$ cat src/rtl/srcounter_seq.sv
// Initiator-side sequencer for a start/stop counter: accepts a command, pulses start,
// watches count_in until target/timeout/abort, pulses stop, then reports result and status.
module srcounter_seq #(
  parameter int CNT_W = 4,
  parameter int TMO_W = 8
) (
  input  logic             clk,
  input  logic             reset,
  input  logic             cmd_valid,
  output logic             cmd_ready,
  input  logic [CNT_W-1:0] cmd_target,
  input  logic [TMO_W-1:0] cmd_timeout,
  input  logic             abort,
  input  logic [CNT_W-1:0] count_in,
  output logic             start,
  output logic             stop,
  output logic             busy,
  output logic             done,
  output logic [CNT_W-1:0] result,
  output logic [1:0]       status
);

  typedef enum logic [2:0] {
    IDLE  = 3'd0,
    START = 3'd1,
    RUN   = 3'd2,
    STOP  = 3'd3,
    DONE  = 3'd4
  } state_t;

  localparam logic [1:0] ST_TARGET  = 2'b00;
  localparam logic [1:0] ST_TIMEOUT = 2'b01;
  localparam logic [1:0] ST_ABORT   = 2'b10;

  state_t           state, state_nxt;
  logic [CNT_W-1:0] target_q;
  logic [CNT_W-1:0] baseline_q;
  logic [TMO_W-1:0] timeout_q;
  logic [TMO_W-1:0] timer_q;
  logic [CNT_W-1:0] elapsed;
  logic             run_exit;
  logic [1:0]       exit_status;

  // Modular difference makes a counter wrap between baseline and now invisible.
  assign elapsed = count_in - baseline_q;

  always_ff @(posedge clk or posedge reset) begin
    if (reset) begin
      state <= IDLE;
    end else begin
      state <= state_nxt;
    end
  end

  always_comb begin
    state_nxt   = state;
    run_exit    = 1'b0;
    exit_status = ST_TARGET;
    case (state)
      IDLE:  if (cmd_valid) state_nxt = START;
      START: state_nxt = RUN;
      RUN: begin
        if (abort) begin
          run_exit    = 1'b1;
          exit_status = ST_ABORT;
        end else if (elapsed == target_q) begin
          run_exit    = 1'b1;
          exit_status = ST_TARGET;
        end else if ((timeout_q != '0) && (timer_q == timeout_q - TMO_W'(1))) begin
          run_exit    = 1'b1;
          exit_status = ST_TIMEOUT;
        end
        if (run_exit) state_nxt = STOP;
      end
      STOP:    state_nxt = DONE;
      DONE:    state_nxt = IDLE;
      default: state_nxt = IDLE;
    endcase
  end

  // Pulse outputs are registered from the next state so they line up with it.
  always_ff @(posedge clk or posedge reset) begin
    if (reset) begin
      start     <= 1'b0;
      stop      <= 1'b0;
      done      <= 1'b0;
      busy      <= 1'b0;
      cmd_ready <= 1'b1;
    end else begin
      start     <= (state_nxt == START);
      stop      <= (state_nxt == STOP);
      done      <= (state_nxt == DONE);
      busy      <= (state_nxt != IDLE);
      cmd_ready <= (state_nxt == IDLE);
    end
  end

  always_ff @(posedge clk or posedge reset) begin
    if (reset) begin
      target_q   <= '0;
      timeout_q  <= '0;
      baseline_q <= '0;
      timer_q    <= '0;
      result     <= '0;
      status     <= 2'b00;
    end else begin
      case (state)
        IDLE: begin
          if (cmd_valid) begin
            target_q   <= cmd_target;
            timeout_q  <= cmd_timeout;
            baseline_q <= count_in;
          end
        end
        START: timer_q <= '0;
        RUN: begin
          if (run_exit) begin
            result <= elapsed;
            status <= exit_status;
          end else if (timer_q != {TMO_W{1'b1}}) begin
            timer_q <= timer_q + TMO_W'(1);
          end
        end
        default: ;
      endcase
    end
  end

endmodule

$ cat config.mk
export PLATFORM = sky130hd
export DESIGN_NAME = srcounter_seq
export DESIGN_NICKNAME = d
export VERILOG_FILES = /design/src/rtl/srcounter_seq.sv
export SDC_FILE = /design/constraint.sdc
export NUM_CORES = 1
export LEC_CHECK = 0
export ABC_CLOCK_PERIOD_IN_PS = 2900
export BUFFER_PORTS_ARGS = -buffer_cell sky130_fd_sc_hd__buf_2
export CAP_MARGIN = 20
export CORE_MARGIN = 2
export CORE_UTILIZATION = 55
export DETAILED_ROUTE_END_ITERATION = 8
export GPL_TIMING_DRIVEN = 0
export HOLD_SLACK_MARGIN = 0.1
export PLACE_DENSITY = 0.73
export SLEW_MARGIN = 20
export SYNTH_ARGS = -nofsm -noshare
export SYNTH_HDL_FRONTEND = slang
export SYNTH_SLANG_ARGS = --single-unit
$ cat constraint.sdc
create_clock -name clk -period 2.9 [get_ports clk]
set_input_delay 0.725 -clock clk [delete_from_list [all_inputs] [get_ports clk]]
set_output_delay 0.725 -clock clk [all_outputs]
set_load 0.03 [all_outputs]
==> results.cfg, run 1 <==
[sta]
period_share = 0.949
hold_viol_final = 0
clock_skew_ns = 0.00374
report.final.slew_viol_count = 0
layout_min_cycle_time_ns = 2.75
timing.fmax_mhz = 363
hold-worst-slack_ns = 0.488
rsz0062_at_grt = no
setup_tns_ns = 0
relSlewSlack = 0.417
setup_viol = 0
worstMarginPinSlew_ns = 0.873

[synth]
synth_cell_type_count = 47
synth_nets = 219
synthTopCellsByCount = dfrtp_1, nand2_1, inv_1
synth.top_cell.area_share = 0.450
synth_area_leaders = dfrtp_1, mux2_2, xnor2_1
async_reset_ff_frac = 1.00
synthCells = 192
yosysWarnings = 0
synthFlopType = dfrtp_1
syn_area_um2 = 2060
synth.most_common_cell = dfrtp_1
synth-seq-cells = 38
yosysSeqAreaShare = 0.463
synth_edf_count = 0
synth_area_leader_cell = dfrtp_1
syn_area_per_cell_um2 = 10.7

[floorplanning]
die_h_um = 65.1
start_util = 0.566
num_rows = 22
die_width_um = 65.1
ios = 31
dieArea_um2 = 4240
core_area_um2 = 3630

[clock_network]
clk_latency_ns = 0.29
htreeDepth = 2
cts_sinks = 38
cts_tree = done
clockBufferDepth = 2
cts_made_buffers = 5
clockRootBuffer = clkbuf_8
clkTransAtPathRegs_ns = 0.07

[drt]
drt-pass1-iter-count = 4
drt-initial-drc-count = 94
wl_um = 4390
drc_errors = 0
avgRoutedWirePerCell_um = 15.7
ant_nets = 0
viasPerCell = 5.69
via_count = 1593

[setup_path]
start_kind = primary input
crit_path_end_kind = flip-flop
rr_endpoint = result[1]
crit_arrival_ns = 2.93
path_max_fanout = 8
crit_required_ns = 3.08
r2r_start = state[2]
r2r_slack_ns = 0.24
path_class = primary input to flip-flop
r2r_cells = 7

[global_route]
track_usage = 0.236
antenna_found_initial = 0
overflow = 0
grt_max_degree = 39
grt_pass1_vias = 1691
grt_pass1_wl_um = 7570

[run]
cap_viol_max_count = 0

[worst_hold_path]
hold_depth = 1
worstHoldEndpoint = status[0]
min_from = status[0]
hp-class = flip-flop to flip-flop

[cells_and_area]
area_delta_synth_final_pct = 16.2
drive_above_1_share = 0.302
fillers = 318
fin_area_um2 = 2390
layout.nets = 258
num_antenna_cells = 0

[placed_design]
placed_cell_area_um2 = 2270
io_buffers = 30
hpwl_um = 3200
gp_routability_congestion = 0.861

[power]
power_density_nw_per_um2 = 1070
irDropWorstVdd_mv = 0.554
total_power_mw = 2.55
total_leakage_power_nw = 1.14

[run_status]
status = finished, final reports clean
-- worst max-delay path by stage --
stage                      startpoint          to  slack (ns)  depth (start not counted)
final                     count_in[0]   result[1]        0.15                         11
after global routing      count_in[0]  timer_q[0]        0.01                         11
after CTS                 count_in[0]  timer_q[0]        0.09                         11
after detailed placement  count_in[0]  timer_q[0]       -0.20                         11
after global placement    count_in[0]  timer_q[0]       -0.12                         11
after floorplan           count_in[0]   result[1]        0.18                         10
-- per-stage QoR --
step,std cells,setup WS (ns),util
after floorplan,192,0.176,-
after global placement,270,-0.122,0.624
after detailed placement,270,-0.203,0.624
after CTS,278,0.0922,0.649
after global routing,280,0.0144,0.657
final,280,0.147,0.657
-- cells by family (layout without fill, tap and decap cells) --
group,after synthesis,after routing,synth area share
buffers and inverters,18,58,0.0383
adders and majority gates,7,7,0.0463
xor gates and xnor gates,16,16,0.0682
AOI/OAI and AO/OA,27,27,0.0962
muxes,17,17,0.0925
and+or+nand+nor,69,69,0.195
DFF,38,38,0.463
-- worst max-delay path, cell delays in order --
cell and delay (ns):
buf_2 0.10, inv_1 0.05, ha_1 0.15, inv_1 0.05, fa_1 0.53, xnor2_1 0.13, nand3_1 0.11, o31a_1 0.44
nor2b_2 0.20, buf_6 0.15, mux2_4 0.29
-- report_power, final --
part | total [mW] | internal (mW) | switching (mW) | leakage (nW)
sequential | 0.929 | 0.746 | 0.184 | 0.473
clock | 0.374 | 0.192 | 0.182 | 0.0482
combinational | 1.24 | 0.563 | 0.680 | 0.614
-- metal layers --
layer / part of all wire / track usage / routed length, µm
met5: 0 / 0 / 0
met4: 0.012 / 0.0755 / 54
met3: 0.056 / 0.0634 / 246
met2: 0.53 / 0.420 / 2330
met1: 0.40 / 0.277 / 1760
-- state kept, by name, summed over array words and instances, names as in the netlist --
signal and flops:
result 4, timer_q 8, state 3, start 1
target_q 4, status 2, cmd_ready 1, timeout_q 8
stop 1, baseline_q 4, busy 1, done 1
-- area by class of cell --
cell class,count,area (µm²),area share
flip-flops and latches,38,952,0.399
inverters,13,48.8,0.0204
clock buffers,7,86.3,0.0361
plain buffers,5,30.0,0.0126
repair buffers,32,165,0.0691
clock inverters,1,5.00,0.00210
multi-input cells,136,1040,0.436
well taps,48,60.1,0.0251
-- placed cells by master (no fill, tap or decap), types with 2 or more instances in the layout --
cell	n
a21o_1	3
a21oi_1	3
and3_1	3
and3b_1	2
buf_2	30
buf_4	3
clkbuf_1	4
clkbuf_8	6
dfrtp_1	37
ha_1	6
inv_1	12
mux2_2	12
mux2i_1	4
nand2_1	17
nand2b_1	5
nand3_1	10
nor2_1	4
nor3_1	3
o211ai_1	4
o21ai_0	8
o31ai_1	2
or2_2	3
or3_1	4
or3b_2	2
or4_1	4
xnor2_1	11
xor2_1	4
-- what timing repair did --
| action | 4_1_cts | 5_1_grt |
|---|---|---|
| setup endpoints to repair | 0 | 2 |
| resized for setup | 0 | 3 |
| buffers inserted | 0 | 2 |
| hold buffers | 0 | 0 |
(Power assumes the default switching activity.)
==> run 2, diff against run 1 <==
- HOLD_SLACK_MARGIN: 0.1 -> unset
- PLACE_DENSITY: 0.73 -> 0.77
==> run 2 against run 1 <==
Effect of this change:
- via count down 4.3%
- core utilization down 0.45 points
- final cell count down 0.36%
- count of clock-buffer cells in the layout unchanged
- die area unchanged
- largest cell class unchanged
- non-clock buffer count down 1
==> results.cfg, run 2 (synthesized netlist as in run 1, its figures left out) <==
[run_status]
status = finished, final reports clean

[placed_design]
hpwl_um = 2850
place_ws_ns = -0.136
io_buffers = 30
gp_routability_congestion = 0.870

[setup_path]
cp_common_cell = inv_1
setup.worst_path.end = result[1]
crit_required_ns = 3.07
r2r_start = state[2]
crit_chain = buf_2 -> inv_1 -> ha_1 -> inv_1 -> fa_1 -> xnor2_1 -> nand3_1 -> o31a_1 -> nor2b_2 -> buf_6 -> mux2_4
rr_endpoint = result[1]
crit_arrival_ns = 2.90
critPathSlowestCell = fa_1
startpoint = count_in[0]
path_class = primary input to flip-flop
slowest_delay_ns = 0.53
r2r_cells = 7
start_kind = primary input
crit_path_end_kind = flip-flop
r2r_slack_ns = 0.31
path_max_fanout = 8

[sta]
relSlewSlack = 0.472
worstMarginPinSlew_ns = 0.790
rsz0062_at_grt = no
clock_skew_ns = 0.00320
setup_viol = 0
timing.fmax_mhz = 367
fin_ws_ns = 0.173
layout_min_cycle_time_ns = 2.73
report.final.slew_viol_count = 0
hold_viol_final = 0
period_share = 0.940

[power]
power_density_nw_per_um2 = 1050
irDropWorstVdd_mv = 0.575
total_leakage_power_nw = 1.13
total_power_mw = 2.48

[clock_network]
clockBufferDepth = 2
clockRootBuffer = clkbuf_8
clkTransAtPathRegs_ns = 0.07
cts_tree = done
clk_latency_ns = 0.29
hold_buffers = 0
htreeDepth = 2
cts_made_buffers = 5
cts_sinks = 38

[cells_and_area]
final_common_cell = dfrtp_1
top_regs = timeout_q: 8 flops, timer_q: 8 flops
layout.nets = 257
layout_common_cells = dfrtp_1, buf_2, nand2_1
post-route-util = 0.653
area_delta_synth_final_pct = 15.4
drive_above_1_share = 0.290
num_antenna_cells = 0

[floorplanning]
core_area_um2 = 3630
start_util = 0.566
die_width_um = 65.1
num_rows = 22
dieArea_um2 = 4240
ios = 31
die_h_um = 65.1

[global_route]
grt_pass1_wl_um = 6590
overflow = 0
grt_max_degree = 39
grt_pass1_vias = 1455
antenna_found_initial = 0
track_usage = 0.207

[worst_hold_path]
hp-class = flip-flop to flip-flop

[drt]
drt-initial-drc-count = 99
drc_errors = 0
drt-pass1-iter-count = 4
via_count = 1525
wl_um = 3860
avgRoutedWirePerCell_um = 13.8
viasPerCell = 5.47
ant_nets = 0

[run]
cap_viol_max_count = 0
run 2: cell type report:
cell class | instances | area [µm²]
Fill cell | 308 | 1260
Multi-Input combinational cell | 136 | 1030
Sequential cell | 38 | 952
Timing Repair Buffer | 31 | 158
Clock buffer | 7 | 86.3
Tap cell | 48 | 60.1
Inverter | 13 | 48.8
Buffer | 5 | 30.0
Clock inverter | 1 | 5.00
run 2: how the worst min path moves through the flow:
stage	to	start	depth (start not counted)
after floorplan	baseline_q[0]	baseline_q[0]	1
after global placement	status[0]	status[0]	1
after detailed placement	status[1]	status[1]	1
after CTS	status[0]	status[0]	1
after global routing	status[1]	status[1]	1
final	status[0]	status[0]	1
run 2: per-layer routing:
metal / part of all wire / track usage
met2: 0.51 / 0.354
met1: 0.43 / 0.253
met5: 0 / 0
met3: 0.044 / 0.0634
met4: 0.014 / 0.0625
run 2: power by group:
part | switching [mW] | leakage, nW | internal, mW
logic | 0.648 | 0.610 | 0.553
clock network | 0.176 | 0.0482 | 0.192
registers | 0.171 | 0.473 | 0.746
run 2: through the flow:
stage               TNS [ns]  cell area, µm²  std cells  hold slack (ns)
finish                     0            2370        279            0.494
global route               0            2370        279            0.534
CTS                        0            2360        278            0.499
detailed placement    -0.439            2270        270            0.481
global placement      -0.278            2270        270            0.471
floorplan                  0            2060        192            0.485
run 2: what timing repair did:
item / CTS / global route
gates resized for setup: 0 / 1
setup buffers: 0 / 1
endpoints found under the setup margin: 0 / 2
run 2: worst max-delay path, delay by kind of cell:
kind,cells,cell delay [ns]
adder cells (fa/ha/maj),2,0.68
AO/OA/AOI/OAI,1,0.42
AND/OR/NAND/NOR,2,0.30
buffers and inverters,4,0.35
multiplexers,1,0.29
XOR/XNOR,1,0.13
==> run 3, diff against run 2 <==
- BUFFER_PORTS_ARGS: -buffer_cell sky130_fd_sc_hd__buf_2 -> unset
- DONT_BUFFER_PORTS: unset -> 1
- PLACE_DENSITY: 0.77 -> 0.7
==> run 3 against run 2 <==
Effect of this change:
- non-clock buffer count fell by 31
- clock skew rose by 0.0024 ns
- maximum frequency rose by 1.7%
- register-to-register slack improved by 0.03 ns
- wire length rose by 1.1%
- count of clock-buffer cells in the layout fell by 2
- cell area fell by 6.2%
- die area did not move
- global-route usage rose by 0.69 points
- largest cell class unchanged
==> results.cfg, run 3 (synthesized netlist as in run 1, its figures left out) <==
[floorplanning]
dieArea_um2 = 4240
ios = 31
die_width_um = 65.1
start_util = 0.566
core_area_um2 = 3630
die_h_um = 65.1
num_rows = 22

[sta]
timing.fmax_mhz = 373
clock_skew_ns = 0.00565
relSlewSlack = 0.437
worstMarginPinSlew_ns = 0.832
report.final.slew_viol_count = 0
setup_tns_ns = 0
setup_viol = 0
hold_viol_final = 0
rsz0062_at_grt = no
period_share = 0.925
layout_min_cycle_time_ns = 2.68

[drt]
drc_errors = 0
avgRoutedWirePerCell_um = 15.7
ant_nets = 0
via_count = 1444
drt-pass1-iter-count = 4
viasPerCell = 5.82
wl_um = 3900
drt-initial-drc-count = 45

[global_route]
overflow = 0
grt_pass1_wl_um = 6870
top_usage_layer = met2
gr-usage-met2 = 0.376
antenna_found_initial = 0
grt_max_degree = 39
grt_util_met3 = 0.0668
track_usage = 0.214
grt_use_met1 = 0.249
grt_pass1_vias = 1485

[run_status]
status = finished, final reports clean

[clock_network]
hold_buffers = 0
clockRootBuffer = clkbuf_8
cts_sinks = 38
cts_setup_buffers = 0
cts_made_buffers = 5
clk_latency_ns = 0.29
cts_tree = done
clockBufferDepth = 2
htreeDepth = 2
clkTransAtPathRegs_ns = 0.07
cts_resized = 0

[setup_path]
path_max_fanout = 8
crit_chain = inv_1 -> ha_1 -> inv_1 -> fa_1 -> xnor2_1 -> xnor2_1 -> o31a_1 -> nand2_1 -> or3b_2 -> o21ai_0
crit_required_ns = 3.10
start_kind = primary input
r2r_slack_ns = 0.34
slowest_delay_ns = 0.45
crit_path_end_kind = flip-flop
path_class = primary input to flip-flop
critPathSlowestCell = or3b_2
crit_arrival_ns = 2.89

[cells_and_area]
fin_area_um2 = 2220
area_delta_synth_final_pct = 8.22
layout_common_cells = dfrtp_1, nand2_1, mux2_2, inv_1, xnor2_1
final_common_cell = dfrtp_1
num_antenna_cells = 0
drive_above_1_share = 0.180
layout.nets = 226
top_regs = timeout_q: 8 flops, timer_q: 8 flops

[power]
total_leakage_power_nw = 1.01
switching_share = 0.399
total_power_mw = 2.47
power_density_nw_per_um2 = 1110
power.switching_mw = 0.986
p_clk_frac = 0.176
p_int_mw = 1.48
power_frac_comb = 0.392
irDropWorstVdd_mv = 0.590
power.share.sequential = 0.432

[placed_design]
gp_routability_congestion = 0.791
placed_cell_area_um2 = 2120
io_buffers = 0
hpwl_um = 2910

[run]
cap_viol_max_count = 0

[worst_hold_path]
hp-class = primary input to asynchronous set/reset pin
==> run 3: final cells by class <==
type / instances / area (µm²)
fillers: 332 / 1410
multi-input cells: 136 / 1020
flip-flops and latches: 38 / 952
clock buffers: 5 / 68.8
well taps: 48 / 60.1
inverters: 13 / 48.8
clock inverters: 3 / 40.0
plain buffers: 5 / 30.0
==> run 3: per-layer routing <==
metal  vias to the layer above  share of wire
li1                        691              -
met1                       718           0.39
met2                        33           0.54
met3                         2          0.064
met4                         0         0.0054
met5                         -              0
==> run 3: power by group through the flow <==
stage / combinational [mW] / sequential, mW / clock (mW)
2_1_floorplan: 0.821 / 1.02 / 0
3_3_place_gp: 0.936 / 1.07 / 0
3_5_place_dp: 0.977 / 1.08 / 0
4_1_cts: 0.982 / 1.07 / 0.448
5_1_grt: 1.09 / 1.10 / 0.469
6_report: 0.969 / 1.07 / 0.435
==> run 3: path summary, 6_finish.rpt <==
path,from,to,cells past startpoint
max reg2reg,state[2],result[1],7
max in group asynchronous,reset,result[0],1
min,reset,done,1
min in group clk,baseline_q[0],baseline_q[0],1
max,count_in[0],timer_q[0],10
min reg2reg,baseline_q[0],baseline_q[0],1
==> run 3: metrics by stage <==
step / util / hold slack [ns] / worst slack, ns / cells
2_1_floorplan: - / 0.485 / 0.176 / 192
3_3_place_gp: 0.582 / 0.495 / -0.0220 / 240
3_5_place_dp: 0.582 / 0.504 / -0.0745 / 240
4_1_cts: 0.612 / 0.478 / 0.213 / 248
5_1_grt: 0.612 / 0.514 / 0.0723 / 248
6_report: 0.612 / 0.453 / 0.217 / 248
==> run 3: worst max-delay path: cells and delay by family <==
kind / cells / cell delay [ns]
AND/OR/NAND/NOR: 2 / 0.60
adder cells (fa/ha/maj): 2 / 0.53
AO/OA/AOI/OAI: 2 / 0.49
XOR/XNOR: 2 / 0.46
buffers and inverters: 2 / 0.09
